**src/rtl/prog_run_ctrl_if.sv**
```systemverilog
// -----------------------------------------------------------------------------
// prog_run_ctrl_if
//   Bundles the shared data-memory port for the run controller. It holds three
//   groups of signals: the host loader side, the processor core side, and the
//   single physical data-memory port.
//
//   modport slave  : the run controller (prog_run_ctrl)
//     in  host_req, host_we, host_addr, host_wdata
//     in  core_we, core_addr, core_wdata
//     in  mem_rdata
//     out host_gnt, host_rdata, core_rdata
//     out mem_we, mem_addr, mem_wdata
//   modport master : the surrounding system (host, core, memory), which drives
//                    the controller's inputs and receives its outputs.
// -----------------------------------------------------------------------------
interface prog_run_ctrl_if #(
   parameter int AW = 8,
   parameter int DW = 8
);
   logic          host_req;
   logic          host_we;
   logic [AW-1:0] host_addr;
   logic [DW-1:0] host_wdata;
   logic          host_gnt;
   logic [DW-1:0] host_rdata;

   logic          core_we;
   logic [AW-1:0] core_addr;
   logic [DW-1:0] core_wdata;
   logic [DW-1:0] core_rdata;

   logic          mem_we;
   logic [AW-1:0] mem_addr;
   logic [DW-1:0] mem_wdata;
   logic [DW-1:0] mem_rdata;

   modport slave (
      input  host_req, host_we, host_addr, host_wdata,
      input  core_we, core_addr, core_wdata,
      input  mem_rdata,
      output host_gnt, host_rdata, core_rdata,
      output mem_we, mem_addr, mem_wdata
   );

   modport master (
      output host_req, host_we, host_addr, host_wdata,
      output core_we, core_addr, core_wdata,
      output mem_rdata,
      input  host_gnt, host_rdata, core_rdata,
      input  mem_we, mem_addr, mem_wdata
   );
endinterface

```
**src/rtl/prog_run_ctrl.sv**
```systemverilog
// -----------------------------------------------------------------------------
// prog_run_ctrl
//   Run controller and data-memory arbiter for the single-cycle core.
//   It turns a rising edge on Start into a one-cycle core launch and watches
//   core_halt to detect completion. It counts the halt-free RUN cycles in
//   CycleCt. It also shares the single data-memory port: the host owns the port
//   in IDLE and DONE, and the core owns it in LAUNCH and RUN.
//
//   Optional feature: define RUN_CTRL_WATCHDOG_EN to compile in the watchdog.
//   The watchdog ends RUN with Timeout=1 after TIMEOUT halt-free cycles. When
//   the macro is not defined, Timeout is tied to 0.
//
//   Ports
//     Clk, Reset_n   : clock (posedge) and synchronous active-low reset
//     Start          : host start level. A rising edge launches a program.
//     core_halt      : core done flag
//     core_reset     : active-high reset to the core, asserted in IDLE
//     core_start     : one-cycle start pulse, asserted in LAUNCH
//     Done, Timeout  : run-finished flags, held until the next launch
//     CycleCt        : halt-free RUN cycles of the last or current run
//     bus (slave)    : host / core / data-memory port (see prog_run_ctrl_if)
// -----------------------------------------------------------------------------
module prog_run_ctrl #(
   parameter int              AW      = 8,
   parameter int              DW      = 8,
   parameter int              CW      = 16,
   parameter logic [CW-1:0]   TIMEOUT = 16'd4000
) (
   input  logic          Clk,
   input  logic          Reset_n,
   input  logic          Start,
   input  logic          core_halt,
   output logic          core_reset,
   output logic          core_start,
   output logic          Done,
   output logic          Timeout,
   output logic [CW-1:0] CycleCt,
   prog_run_ctrl_if.slave bus
);

   localparam logic [1:0] ST_IDLE   = 2'd0;
   localparam logic [1:0] ST_LAUNCH = 2'd1;
   localparam logic [1:0] ST_RUN    = 2'd2;
   localparam logic [1:0] ST_DONE   = 2'd3;

   logic [1:0]    state_q, state_d;
   logic          start_q, start_d;
   logic          done_q, done_d;
   logic          timeout_q, timeout_d;
   logic [CW-1:0] cycle_ct_q, cycle_ct_d;

   logic          launch_evt;
   logic          wd_hit;
   logic          host_owns;

   logic          mem_we_d;
   logic [AW-1:0] mem_addr_d;
   logic [DW-1:0] mem_wdata_d;
   logic          host_gnt_d;

   // The edge detector runs in every state. A Start level held across the end
   // of a run therefore never looks like a new edge.
   assign start_d    = Start;
   assign launch_evt = Start & ~start_q;

`ifdef RUN_CTRL_WATCHDOG_EN
   localparam logic [CW-1:0] WD_LAST = TIMEOUT - CW'(1);
   assign wd_hit = (cycle_ct_q == WD_LAST);
`else
   logic unused_timeout;
   assign unused_timeout = ^TIMEOUT;
   assign wd_hit         = 1'b0;
`endif

   // ---------------------------------------------------------------- next state
   always_comb begin
      // NOTE: every signal assigned here first gets a default. Without the
      // defaults, branches that skip an assignment would infer latches.
      state_d    = state_q;
      done_d     = done_q;
      timeout_d  = timeout_q;
      cycle_ct_d = cycle_ct_q;

      case (state_q)
         ST_IDLE, ST_DONE: begin
            // Clear the status on the launch edge. This way Done and Timeout
            // already read 0 during the LAUNCH cycle.
            if (launch_evt) begin
               state_d    = ST_LAUNCH;
               done_d     = 1'b0;
               timeout_d  = 1'b0;
               cycle_ct_d = '0;
            end
         end
         ST_LAUNCH: begin
            state_d    = ST_RUN;
            done_d     = 1'b0;
            timeout_d  = 1'b0;
            cycle_ct_d = '0;
         end
         ST_RUN: begin
            // Halt has priority over the watchdog in the same cycle. The
            // cycle that ends the run is not counted.
            if (core_halt) begin
               state_d = ST_DONE;
               done_d  = 1'b1;
            end else if (wd_hit) begin
               state_d   = ST_DONE;
               done_d    = 1'b1;
               timeout_d = 1'b1;
            end else if (cycle_ct_q != '1) begin
               cycle_ct_d = cycle_ct_q + CW'(1);
            end
         end
         default: state_d = ST_IDLE;
      endcase
   end

   // ---------------------------------------------------------------- registers
   always_ff @(posedge Clk) begin
      // NOTE: sequential state uses non-blocking assignments. Every flop then
      // samples pre-edge values, whatever order the statements are in.
      if (!Reset_n) begin
         state_q    <= ST_IDLE;
         start_q    <= 1'b0;
         done_q     <= 1'b0;
         timeout_q  <= 1'b0;
         cycle_ct_q <= '0;
      end else begin
         state_q    <= state_d;
         start_q    <= start_d;
         done_q     <= done_d;
         timeout_q  <= timeout_d;
         cycle_ct_q <= cycle_ct_d;
      end
   end

   // ---------------------------------------------------------------- core control
   assign core_reset = (state_q == ST_IDLE);
   assign core_start = (state_q == ST_LAUNCH);
   assign Done       = done_q;
   assign Timeout    = timeout_q;
   assign CycleCt    = cycle_ct_q;

   // ---------------------------------------------------------------- memory mux
   // Core writes are masked in LAUNCH because the core is only starting up.
   // A host request made while the core owns the port is dropped. The host
   // must hold it until host_gnt rises.
   assign host_owns = (state_q == ST_IDLE) || (state_q == ST_DONE);

   always_comb begin
      host_gnt_d  = 1'b0;
      mem_we_d    = 1'b0;
      mem_addr_d  = bus.core_addr;
      mem_wdata_d = bus.core_wdata;
      if (host_owns) begin
         host_gnt_d  = bus.host_req;
         mem_we_d    = bus.host_req & bus.host_we;
         mem_addr_d  = bus.host_addr;
         mem_wdata_d = bus.host_wdata;
      end else if (state_q == ST_RUN) begin
         mem_we_d = bus.core_we;
      end
   end

   assign bus.host_gnt   = host_gnt_d;
   assign bus.mem_we     = mem_we_d;
   assign bus.mem_addr   = mem_addr_d;
   assign bus.mem_wdata  = mem_wdata_d;
   assign bus.host_rdata = bus.mem_rdata;
   assign bus.core_rdata = bus.mem_rdata;

endmodule

```
**src/flat_wrapper.sv**
```systemverilog
// flat-port wrapper written by rule: the top's interface ports become plain ports
module prog_run_ctrl_flat 
#(
   parameter int              AW      = 8,
   parameter int              DW      = 8,
   parameter int              CW      = 16,
   parameter logic [CW-1:0]   TIMEOUT = 16'd4000
)
  (Clk, Reset_n, Start, core_halt, core_reset, core_start, Done, Timeout, CycleCt, bus_host_req, bus_host_we, bus_host_addr, bus_host_wdata, bus_core_we, bus_core_addr, bus_core_wdata, bus_mem_rdata, bus_host_gnt, bus_host_rdata, bus_core_rdata, bus_mem_we, bus_mem_addr, bus_mem_wdata);
  prog_run_ctrl_if #(.AW(AW), .DW(DW)) bus_i ();
  input  logic Clk;
  input  logic Reset_n;
  input  logic Start;
  input  logic core_halt;
  output logic core_reset;
  output logic core_start;
  output logic Done;
  output logic Timeout;
  output logic [CW-1:0] CycleCt;
  input wire logic [$bits(bus_i.host_req)-1:0] bus_host_req;
  input wire logic [$bits(bus_i.host_we)-1:0] bus_host_we;
  input wire logic [$bits(bus_i.host_addr)-1:0] bus_host_addr;
  input wire logic [$bits(bus_i.host_wdata)-1:0] bus_host_wdata;
  input wire logic [$bits(bus_i.core_we)-1:0] bus_core_we;
  input wire logic [$bits(bus_i.core_addr)-1:0] bus_core_addr;
  input wire logic [$bits(bus_i.core_wdata)-1:0] bus_core_wdata;
  input wire logic [$bits(bus_i.mem_rdata)-1:0] bus_mem_rdata;
  output wire logic [$bits(bus_i.host_gnt)-1:0] bus_host_gnt;
  output wire logic [$bits(bus_i.host_rdata)-1:0] bus_host_rdata;
  output wire logic [$bits(bus_i.core_rdata)-1:0] bus_core_rdata;
  output wire logic [$bits(bus_i.mem_we)-1:0] bus_mem_we;
  output wire logic [$bits(bus_i.mem_addr)-1:0] bus_mem_addr;
  output wire logic [$bits(bus_i.mem_wdata)-1:0] bus_mem_wdata;
  assign bus_i.host_req = bus_host_req;
  assign bus_i.host_we = bus_host_we;
  assign bus_i.host_addr = bus_host_addr;
  assign bus_i.host_wdata = bus_host_wdata;
  assign bus_i.core_we = bus_core_we;
  assign bus_i.core_addr = bus_core_addr;
  assign bus_i.core_wdata = bus_core_wdata;
  assign bus_i.mem_rdata = bus_mem_rdata;
  assign bus_host_gnt = bus_i.host_gnt;
  assign bus_host_rdata = bus_i.host_rdata;
  assign bus_core_rdata = bus_i.core_rdata;
  assign bus_mem_we = bus_i.mem_we;
  assign bus_mem_addr = bus_i.mem_addr;
  assign bus_mem_wdata = bus_i.mem_wdata;
  prog_run_ctrl #(.AW(AW), .DW(DW), .CW(CW), .TIMEOUT(TIMEOUT)) u_core (.Clk(Clk), .Reset_n(Reset_n), .Start(Start), .core_halt(core_halt), .core_reset(core_reset), .core_start(core_start), .Done(Done), .Timeout(Timeout), .CycleCt(CycleCt), .bus(bus_i));
endmodule
```
**config.mk**
```make
export PLATFORM = sky130hd
export DESIGN_NAME = prog_run_ctrl_flat
export DESIGN_NICKNAME = d
export VERILOG_FILES = /design/src/rtl/prog_run_ctrl_if.sv /design/src/rtl/prog_run_ctrl.sv /design/src/flat_wrapper.sv
export SDC_FILE = /design/constraint.sdc
export NUM_CORES = 1
export LEC_CHECK = 0
export BUFFER_PORTS_ARGS = -buffer_cell sky130_fd_sc_hd__buf_4
export CAP_MARGIN = 25
export CORE_UTILIZATION = 39
export DETAILED_ROUTE_END_ITERATION = 10
export GPL_TIMING_DRIVEN = 1
export MAX_ROUTING_LAYER = met4
export PLACE_DENSITY = 0.76
export SYNTH_ARGS = -nofsm -noshare
export SYNTH_HDL_FRONTEND = slang
export SYNTH_SLANG_ARGS = --single-unit
export TNS_END_PERCENT = 20
```
**constraint.sdc**
```tcl
create_clock -name Clk -period 1.8 [get_ports Clk]
set_input_delay 0.18 -clock Clk [delete_from_list [all_inputs] [get_ports Clk]]
set_output_delay 0.18 -clock Clk [all_outputs]
set_load 0.05 [all_outputs]
```
Word level (Yosys, flattened, before mapping)
Index checks and enable logic that the tools add are counted.
W data, S select, Z words.

cells by class
  reductions and logical operators = 6
  add/sub/neg operators = 1
  multiplexer cells = 16
  bitwise gates (word level) = 4
  eq/ne operators = 8

operators by type and width
  operator                 number
  $mux W16                 3
  $pmux W16 S3             1
  $add A16 B1 Y16 const B  1
  $mux W8                  2
  $ne A16 B16 Y1 const B   1
  $pmux W2 S3              1
  $mux W1                  5
  $eq A2 B2 Y1 const B     2
  $mux W2                  2
  $ne A2 B1 Y1 const B     2
  $ne A2 B2 Y1 const B     2
  $reduce_and A2 Y1        2
  $pmux W1 S3              1
  $reduce_and A3 Y1        1
  $and A1 B1 Y1            2
  $eq A2 B1 Y1 const B     1
  $logic_not A2 Y1         1
  $not A1 Y1               2
  $pmux W1 S2              1
  $reduce_or A2 Y1         1
  $logic_or A1 B1 Y1       1

word-level totals
  input bits = 47
  register bits = 21
  word-level logic and storage cells = 40

Longest topological paths before layout
Gate-level depths: netlist of the first run.

  depth after elaboration = 4
  gate-level depth with buffers = 7
  gate-level depth less buffers = 6

Least setup slack after synthesis of the first run
No wires, ideal clock.

  path kind = register to output
  start point = register u_core.state_q[0]
  end point = output port bus_mem_we
  stages on the path, launching flop included = 5
  data arrival time = 2.119 ns
  required time = 1.620 ns
  path slack = -0.499 ns
  path through = dfxtp_1 -> inv_1 -> ha_1 -> clkbuf_1 -> o21ai_0

on the way
  word-level cells in the longest chain between the ends = 3
  elaborated cells on any way between the ends = 6
  classes of those cells = eq/ne (2); mux (2); reduce/logical (2)

RTL lines
  what                                           line                                        text
  from (decl)                                    prog_run_ctrl.sv:46                         logic [1:0] state_q, state_d;
  from (signal assigned)                         prog_run_ctrl.sv:130                        state_q <= state_d;
  $eq A2 B2 Y1 (tied with other cells)           prog_run_ctrl.sv:161                        end else if (state_q == ST_RUN) begin
  $mux W1 or $logic_or A1 B1 Y1 (tied branches)  prog_run_ctrl.sv:161, prog_run_ctrl.sv:149
  $mux W1 *                                      prog_run_ctrl.sv:156                        if (host_owns) begin
  to (decl)                                      flat_wrapper.sv:31                          output wire logic [$bits(bus_i.mem_we)-1:0] bus_mem_we;

Mark *: on every way between the ends. The rest lies on a longest branch, timed or not.

Worst setup path in the final report of the first run
  start point = register u_core.state_q[0]
  end point = output port bus_mem_wdata[0]

on the way
  word-level cells in the longest chain between the ends = 3
  elaborated cells on any way between the ends = 4
  classes of those cells = eq/ne (1); mux (1); reduce/logical (2)

RTL lines
  what                                              line                  text
  $eq A2 B2 Y1 or $logic_not A2 Y1 (tied branches)  prog_run_ctrl.sv:149  assign host_owns = (state_q == ST_IDLE) || (state_q == ST_DONE);
  $logic_or A1 B1 Y1 *                              prog_run_ctrl.sv:149
  $mux W8 *                                         prog_run_ctrl.sv:156
  to (decl)                                         flat_wrapper.sv:33    output wire logic [$bits(bus_i.mem_wdata)-1:0] bus_mem_wdata;

Marked as above.

==> results of run 1 <==
-- sequential cells by signal, indices dropped and copies added (netlist names) --
name / cells
u_core.Done: 1
u_core.start_q: 1
u_core.state_q: 2
u_core.CycleCt: 16
-- layout make-up --
class | count | share of cell area (%)
clock buffer | 4 | 1.86
multi-input combinational | 139 | 44.3
timing repair buffer | 95 | 33.1
inverter | 7 | 1.08
sequential | 20 | 17.1
tap | 50 | 2.58
-- worst max-delay path by stage --
stage / from / endpoint / depth (start not counted)
after global placement: u_core.state_q[0] / u_core.CycleCt[5] / 6
after floorplan: u_core.state_q[0] / bus_host_gnt / 4
after detailed placement: u_core.state_q[0] / u_core.CycleCt[5] / 6
final: u_core.state_q[0] / bus_mem_wdata[0] / 5
after CTS: u_core.state_q[0] / bus_mem_addr[1] / 5
after global routing: u_core.state_q[0] / bus_mem_wdata[0] / 5
-- where the power goes --
part / switching (mW) / leakage, nW / internal, mW / total, mW
logic: 1.78 / 0.850 / 1.35 / 3.13
clock network: 0.155 / 0.0228 / 0.158 / 0.313
registers: 0.0243 / 0.166 / 0.482 / 0.506
total: 1.96 / 1.04 / 1.99 / 3.94
-- routing by layer --
| layer | GRT usage [%] | vias up | part of all wire [%] |
|---|---|---|---|
| met2 | 42.5 | 103 | 52 |
| li1 | - | 871 | - |
| met5 | - | - | 0 |
| met4 | 8.78 | 0 | 1.1 |
| met1 | 29.7 | 855 | 38 |
| met3 | 2.59 | 6 | 8.3 |
-- layout by cell type, fill, tap and decap left out, drive strengths merged, types with 2 or more instances in the layout --
cell type and count:
o31ai 5, nand3 8, nor3 3, dfxtp 20, nand2 14, a41oi 4, nand2b 3, inv 7
nor4b 2, and4 5, nor3b 2, and2 5, and3 5, a21oi 6, a31oi 12, a41o 2
nor2 7, ha 5, mux2 16, a32oi 2, o41a 2, nand4 8, a21o 2, o21ai 4
nor2b 2, a311oi 2, buf 94, clkbuf 4, a2111oi 2
-- timing repair --
action	CTS	global route
endpoints found under the hold margin	0	0
pin swaps	1	1
setup buffers	1	0
endpoints found under the setup margin	21	26
resized for setup	18	12
cloned	1	0
-- metrics by stage --
step	std cells	hold slack, ps	util, %	instance area [um^2]
finish	315	149	60.6	2420
CTS	315	155	59.4	2370
global route	315	167	60.6	2420
detailed placement	309	361	55.7	2230
global placement	309	361	55.7	2230
floorplan	189	302	-	1630
-- cell families (layout without fill, tap and decap cells) --
| logic type | after synthesis | in the layout | synth area share [%] |
|---|---|---|---|
| flip-flops | 20 | 20 | 24.8 |
| multiplexers | 17 | 17 | 11.8 |
| buffers and inverters | 30 | 106 | 11.9 |
| adder cells (fa/ha/maj) | 5 | 5 | 3.87 |
| other | 1 | 1 | 0.232 |
| AND/OR/NAND/NOR | 67 | 67 | 24.3 |
| AO/OA/AOI/OAI | 49 | 49 | 23.2 |
-- synth_stat cells, types with 2 or more instances --
master / n
and3_1: 5
dfxtp_1: 20
buf_4: 17
a32oi_1: 2
and4_1: 4
nor4b_1: 2
clkbuf_1: 3
nor3_1: 3
and2_1: 5
a311oi_1: 2
ha_1: 5
nor2b_1: 2
a41oi_1: 4
inv_1: 7
a31oi_1: 12
nand2b_1: 3
a21oi_1: 6
buf_6: 2
nand4_1: 7
nand2_1: 14
a41o_1: 2
nor2_1: 7
o41a_1: 2
nand3_1: 8
mux2_2: 16
o31ai_1: 5
a21o_1: 2
o21ai_0: 4
-- worst reg2reg max path, cell delays in order (launching register included) --
cell	delay [ps]
dfxtp_2	340
inv_2	60
ha_4	300
buf_4	130
inv_2	70
a21o_4	230
or4_1	500
a21oi_1	150
==> results.py, run 1 <==
metrics = {
    "timing": {
        "fin_setup_tns_ps": -332,
        "fmax_mhz": 535,
        "setup_viol": 10,
        "timing_hold_violations_final": 0,
        "final.setup.worst_slack_ps": -70.6,
        "skew_ps": 1.78,
        "period_needed_ps": 1870,
        "min_period_over_period_pct": 104,
        "rsz0062_at_grt": "true",
        "final-max-slew-violation-count": 0,
    },
    "logic_synthesis": {
        "netlist.area_leader.share_pct": 24.8,
        "synth-edff-count": 0,
        "synth-seq-area-share_pct": 24.8,
        "ys.flop_type": "dfxtp_1",
        "synthTopCellsByArea": "dfxtp_1 25%, mux2_2 11%, buf_4 7.9%, a31oi_1 4.6%, ha_1 3.9%",
        "synth_cell_types": 46,
        "yosysTopAreaCell": "dfxtp_1",
        "avgSynthCellArea_um2": 8.55,
        "synthCells": 189,
        "syn_nets": 241,
        "synth-seq-cells": 20,
        "syn_area_um2": 1620,
        "synthArstFlopShare_pct": 0,
        "yosysWarnings": 0,
    },
    "place": {
        "place_congestion": 0.943,
        "port_buffers": 75,
        "pre_cts_ws_ps": -38.6,
        "dp.final_hpwl_mm": 3.87,
    },
    "floorplan": {
        "die_w_um": 66.4,
        "die-area_um2": 4400,
        "row_count": 23,
        "io-pin-count": 101,
        "core_um2": 4000,
        "fp.dieH_um": 66.4,
        "initial_core_util_pct": 40.4,
    },
    "drt": {
        "vias": 1835,
        "drtPass1Iterations": 4,
        "drt_iter0_drc": 134,
        "drc": 0,
        "viasPerCell": 5.83,
        "wl_per_cell_um": 16.5,
        "postRouteAntennaNets": 0,
        "routed_wl_mm": 5.20,
    },
    "setup_path": {
        "crit_type": "reg2out",
        "startpoint_type": "flop",
        "r2r_start": "u_core.state_q[0]",
        "cpPeakStageDelay_ps": 340,
        "reg2reg_depth": 7,
        "r2r_slack_ps": -30,
        "endpoint_kind": "output port",
        "cp_cell_sequence": "inv_2 -> ha_4 -> bufbuf_16 -> mux2_4 -> buf_8",
        "path_delay_family": "buffers and inverters",
        "reg2reg_to": "u_core.CycleCt[5]",
        "slowest_stage": "dfxtp_2",
        "cp.arrival_ps": 1690,
        "cp.required_ps": 1620,
        "path_buf_inv": 3,
        "crit_path_max_fanout": 7,
    },
    "clock_tree": {
        "cts_hold_buf": 0,
        "cts_max_path_buffers": 2,
        "root_buffer": "clkbuf_8",
        "cts_tree": "yes",
        "clock_sinks": 20,
        "cts_max_level": 1,
        "insertion_delay_ps": 260,
        "cts_buffers": 3,
        "clkTransAtPathRegs_ps": 70,
    },
    "worst_hold_path": {
        "hold_depth": 2,
        "holdPathEnd": "u_core.start_q",
        "hold_class": "in2reg",
        "hold_start": "Start",
    },
    "power": {
        "power_mw": 3.94,
        "power_density_nw_per_um2": 1630,
        "p_leak_nw": 1.04,
        "ir_drop_mv": 1.38,
    },
    "global_route": {
        "antenna_found_initial": 0,
        "grt_pass1_wl_mm": 7.96,
        "gr-usage-all-layers_pct": 24.7,
        "grt_pass1_vias": 1643,
        "grt_max_degree": 12,
        "grt-ovfl-total": 0,
    },
    "layout": {
        "areaGrowthSynthToFinish_pct": 50.1,
        "drive_gt1_share_pct": 51.3,
        "fillCellCount": 339,
        "multi_input_area_um2": 1070,
        "finalNetCount": 318,
        "regArea_um2": 415,
        "n_antenna_cell": 0,
    },
    "outcome": {
        "violations": "setup timing",
        "status": "finished, violations left",
    },
    "run": {
        "maxCapViolCount": 0,
    },
}
Power figures use the tool's default switching activity.
==> inputs of run 2 (changes only) <==
==> constraint.sdc (replaced) <==
create_clock -name Clk -period 1.8 [get_ports Clk]
set_input_delay 0.18 -clock Clk [delete_from_list [all_inputs] [get_ports Clk]]
set_output_delay 0.18 -clock Clk [all_outputs]
set_load 0.01 [all_outputs]
==> run 2 against run 1 <==
Net effect: the flow still finishes with violations (setup timing); count of clock-buffer cells in the layout is the same; critical path depth increased by 2; design area down 2.8%; via count rose by 2.5%; combinational power fell by 38%; die area unchanged; final cell count grew 1.3%; sequential share of layout area is essentially flat; wire length is 1.9% higher; core utilization is 1.7 points lower; worst hold slack worse by 8.4 ps; sequential power is 1% higher; critical path type is now reg2reg; largest cell class unchanged.
==> results.py, run 2 (same netlist as run 1, synthesis figures left out) <==
metrics = {
    "layout": {
        "final_cell_mix": "96 x buf_4, 18 x dfxtp_1, 16 x mux2_2",
        "utilization_pct": 58.9,
        "instances_no_fill": 319,
        "drive_gt1_share_pct": 49.8,
        "n_antenna_cell": 0,
        "fin_area_um2": 2360,
        "areaGrowthSynthToFinish_pct": 45.9,
        "finalNetCount": 322,
        "final_common_cell": "buf_4",
        "largest_register_ffs": 16,
        "fillCellCount": 356,
    },
    "clock_tree": {
        "insertion_delay_ps": 260,
        "cts_max_path_buffers": 2,
        "clkTransAtPathRegs_ps": 80,
        "clock_sinks": 20,
        "cts_max_level": 1,
        "cts_tree": "yes",
        "cts_hold_buf": 0,
        "root_buffer": "clkbuf_8",
        "cts_buffers": 3,
    },
    "floorplan": {
        "io-pin-count": 101,
        "initial_core_util_pct": 40.4,
        "core_um2": 4000,
        "die-area_um2": 4400,
        "fp.dieH_um": 66.4,
        "row_count": 23,
        "die_w_um": 66.4,
    },
    "place": {
        "place_congestion": 0.896,
        "placed_cell_area_um2": 2240,
        "dp.final_hpwl_mm": 4.04,
        "port_buffers": 75,
        "dp_cells": 312,
    },
    "setup_path": {
        "r2r_start": "u_core.state_q[1]",
        "endpoint_kind": "flop",
        "cp.arrival_ps": 2000,
        "cpPeakStageDelay_ps": 410,
        "cp_cell_sequence": "inv_4 -> ha_4 -> clkinvlp_4 -> a2111oi_4 -> buf_6 -> a21oi_2 -> a311oi_2",
        "startpoint_type": "flop",
        "crit_type": "reg2reg",
        "cp.required_ps": 1970,
        "slowest_stage": "a2111oi_4",
        "crit_path_max_fanout": 5,
        "setup.worst_path.start": "u_core.state_q[1]",
    },
    "power": {
        "ir_drop_mv": 0.904,
        "power_mw": 2.81,
        "p_leak_nw": 1.01,
        "power_density_nw_per_um2": 1190,
    },
    "drt": {
        "wl_per_cell_um": 16.6,
        "postRouteAntennaNets": 0,
        "routed_wl_mm": 5.30,
        "vias": 1881,
        "drt_iter0_drc": 143,
        "viasPerCell": 5.90,
        "drtPass1Iterations": 5,
        "drc": 0,
    },
    "global_route": {
        "antenna_found_initial": 0,
        "grt-ovfl-total": 0,
        "grt_pass1_vias": 1703,
        "gr-usage-all-layers_pct": 25.1,
        "grt_max_degree": 14,
        "grt_pass1_wl_mm": 8.09,
    },
    "run": {
        "maxCapViolCount": 0,
    },
    "timing": {
        "timing_hold_violations_final": 0,
        "period_needed_ps": 1830,
        "fin_hold_ws_ps": 140,
        "fmax_mhz": 545,
        "min_period_over_period_pct": 102,
        "skew_ps": 0.786,
        "rsz0062_at_grt": "true",
        "final-max-slew-violation-count": 0,
        "setup_viol": 3,
        "final.setup.worst_slack_ps": -34.3,
    },
    "worst_hold_path": {
        "hold_start": "Start",
        "hold_class": "in2reg",
    },
    "outcome": {
        "violations": "setup timing",
        "status": "finished, violations left",
    },
}
==> run 2: changes by cell type in the layout (fill, tap and decap cells not counted), moves of 2 or more <==
cell,change
mux2_4,-3
buf_4,+15
dfxtp_4,-2
inv_2,-2
buf_6,-7
mux2_2,+3
buf_8,-4
dfxtp_1,+6
dfxtp_2,-4
==> run 2: final cells by class <==
| class | instances | area (um^2) | area share [%] |
|---|---|---|---|
| Clock buffer | 4 | 55.1 | 2.34 |
| Inverter | 7 | 32.5 | 1.38 |
| Multi-Input combinational cell | 139 | 1050 | 44.8 |
| Sequential cell | 20 | 403 | 17.1 |
| Tap cell | 50 | 62.6 | 2.66 |
| Timing Repair Buffer | 99 | 748 | 31.8 |
==> run 2: path summary, 6_finish.rpt <==
check	end	slack, ps	depth (start not counted)
max reg2reg	u_core.CycleCt[6]	-30	7
min	u_core.start_q	140	2
max	u_core.CycleCt[6]	-30	7
min reg2reg	u_core.Done	520	2
==> run 2: routing by layer <==
layer  vias to the layer above  global-route usage [%]  wire (um)
met3                        12                    3.97        388
met1                       889                    29.0       2060
met2                       108                    44.9       2780
met4                         0                    6.12         73
li1                        872                       -          -
met5                         -                       -          0
==> run 2: repair_timing <==
item	CTS	global route
hold endpoints to repair	0	0
gates resized for setup	2	10
endpoints found under the setup margin	20	27
cloned	0	1
pin swaps	0	4
buffers inserted	1	1
==> run 2: report_power, final <==
part,internal (mW),switching (mW),total (mW)
clock,0.195,0.164,0.359
combinational,1.02,0.918,1.94
sequential,0.483,0.0299,0.513
==> run 2: through the flow <==
step	setup slack [ps]	TNS (ps)
finish	-34.3	-44.2
global route	-92.8	-1080
CTS	-19.9	-134
detailed placement	-11.0	-11.0
global placement	45.1	0
floorplan	11.7	0
==> run 2: critical path: cells and delay by family (launching register included) <==
family,cells,cell delay [ps]
AO/OA/AOI/OAI,3,740
buffers and inverters,3,350
adder cells (fa/ha/maj),1,290
flip-flops,1,360
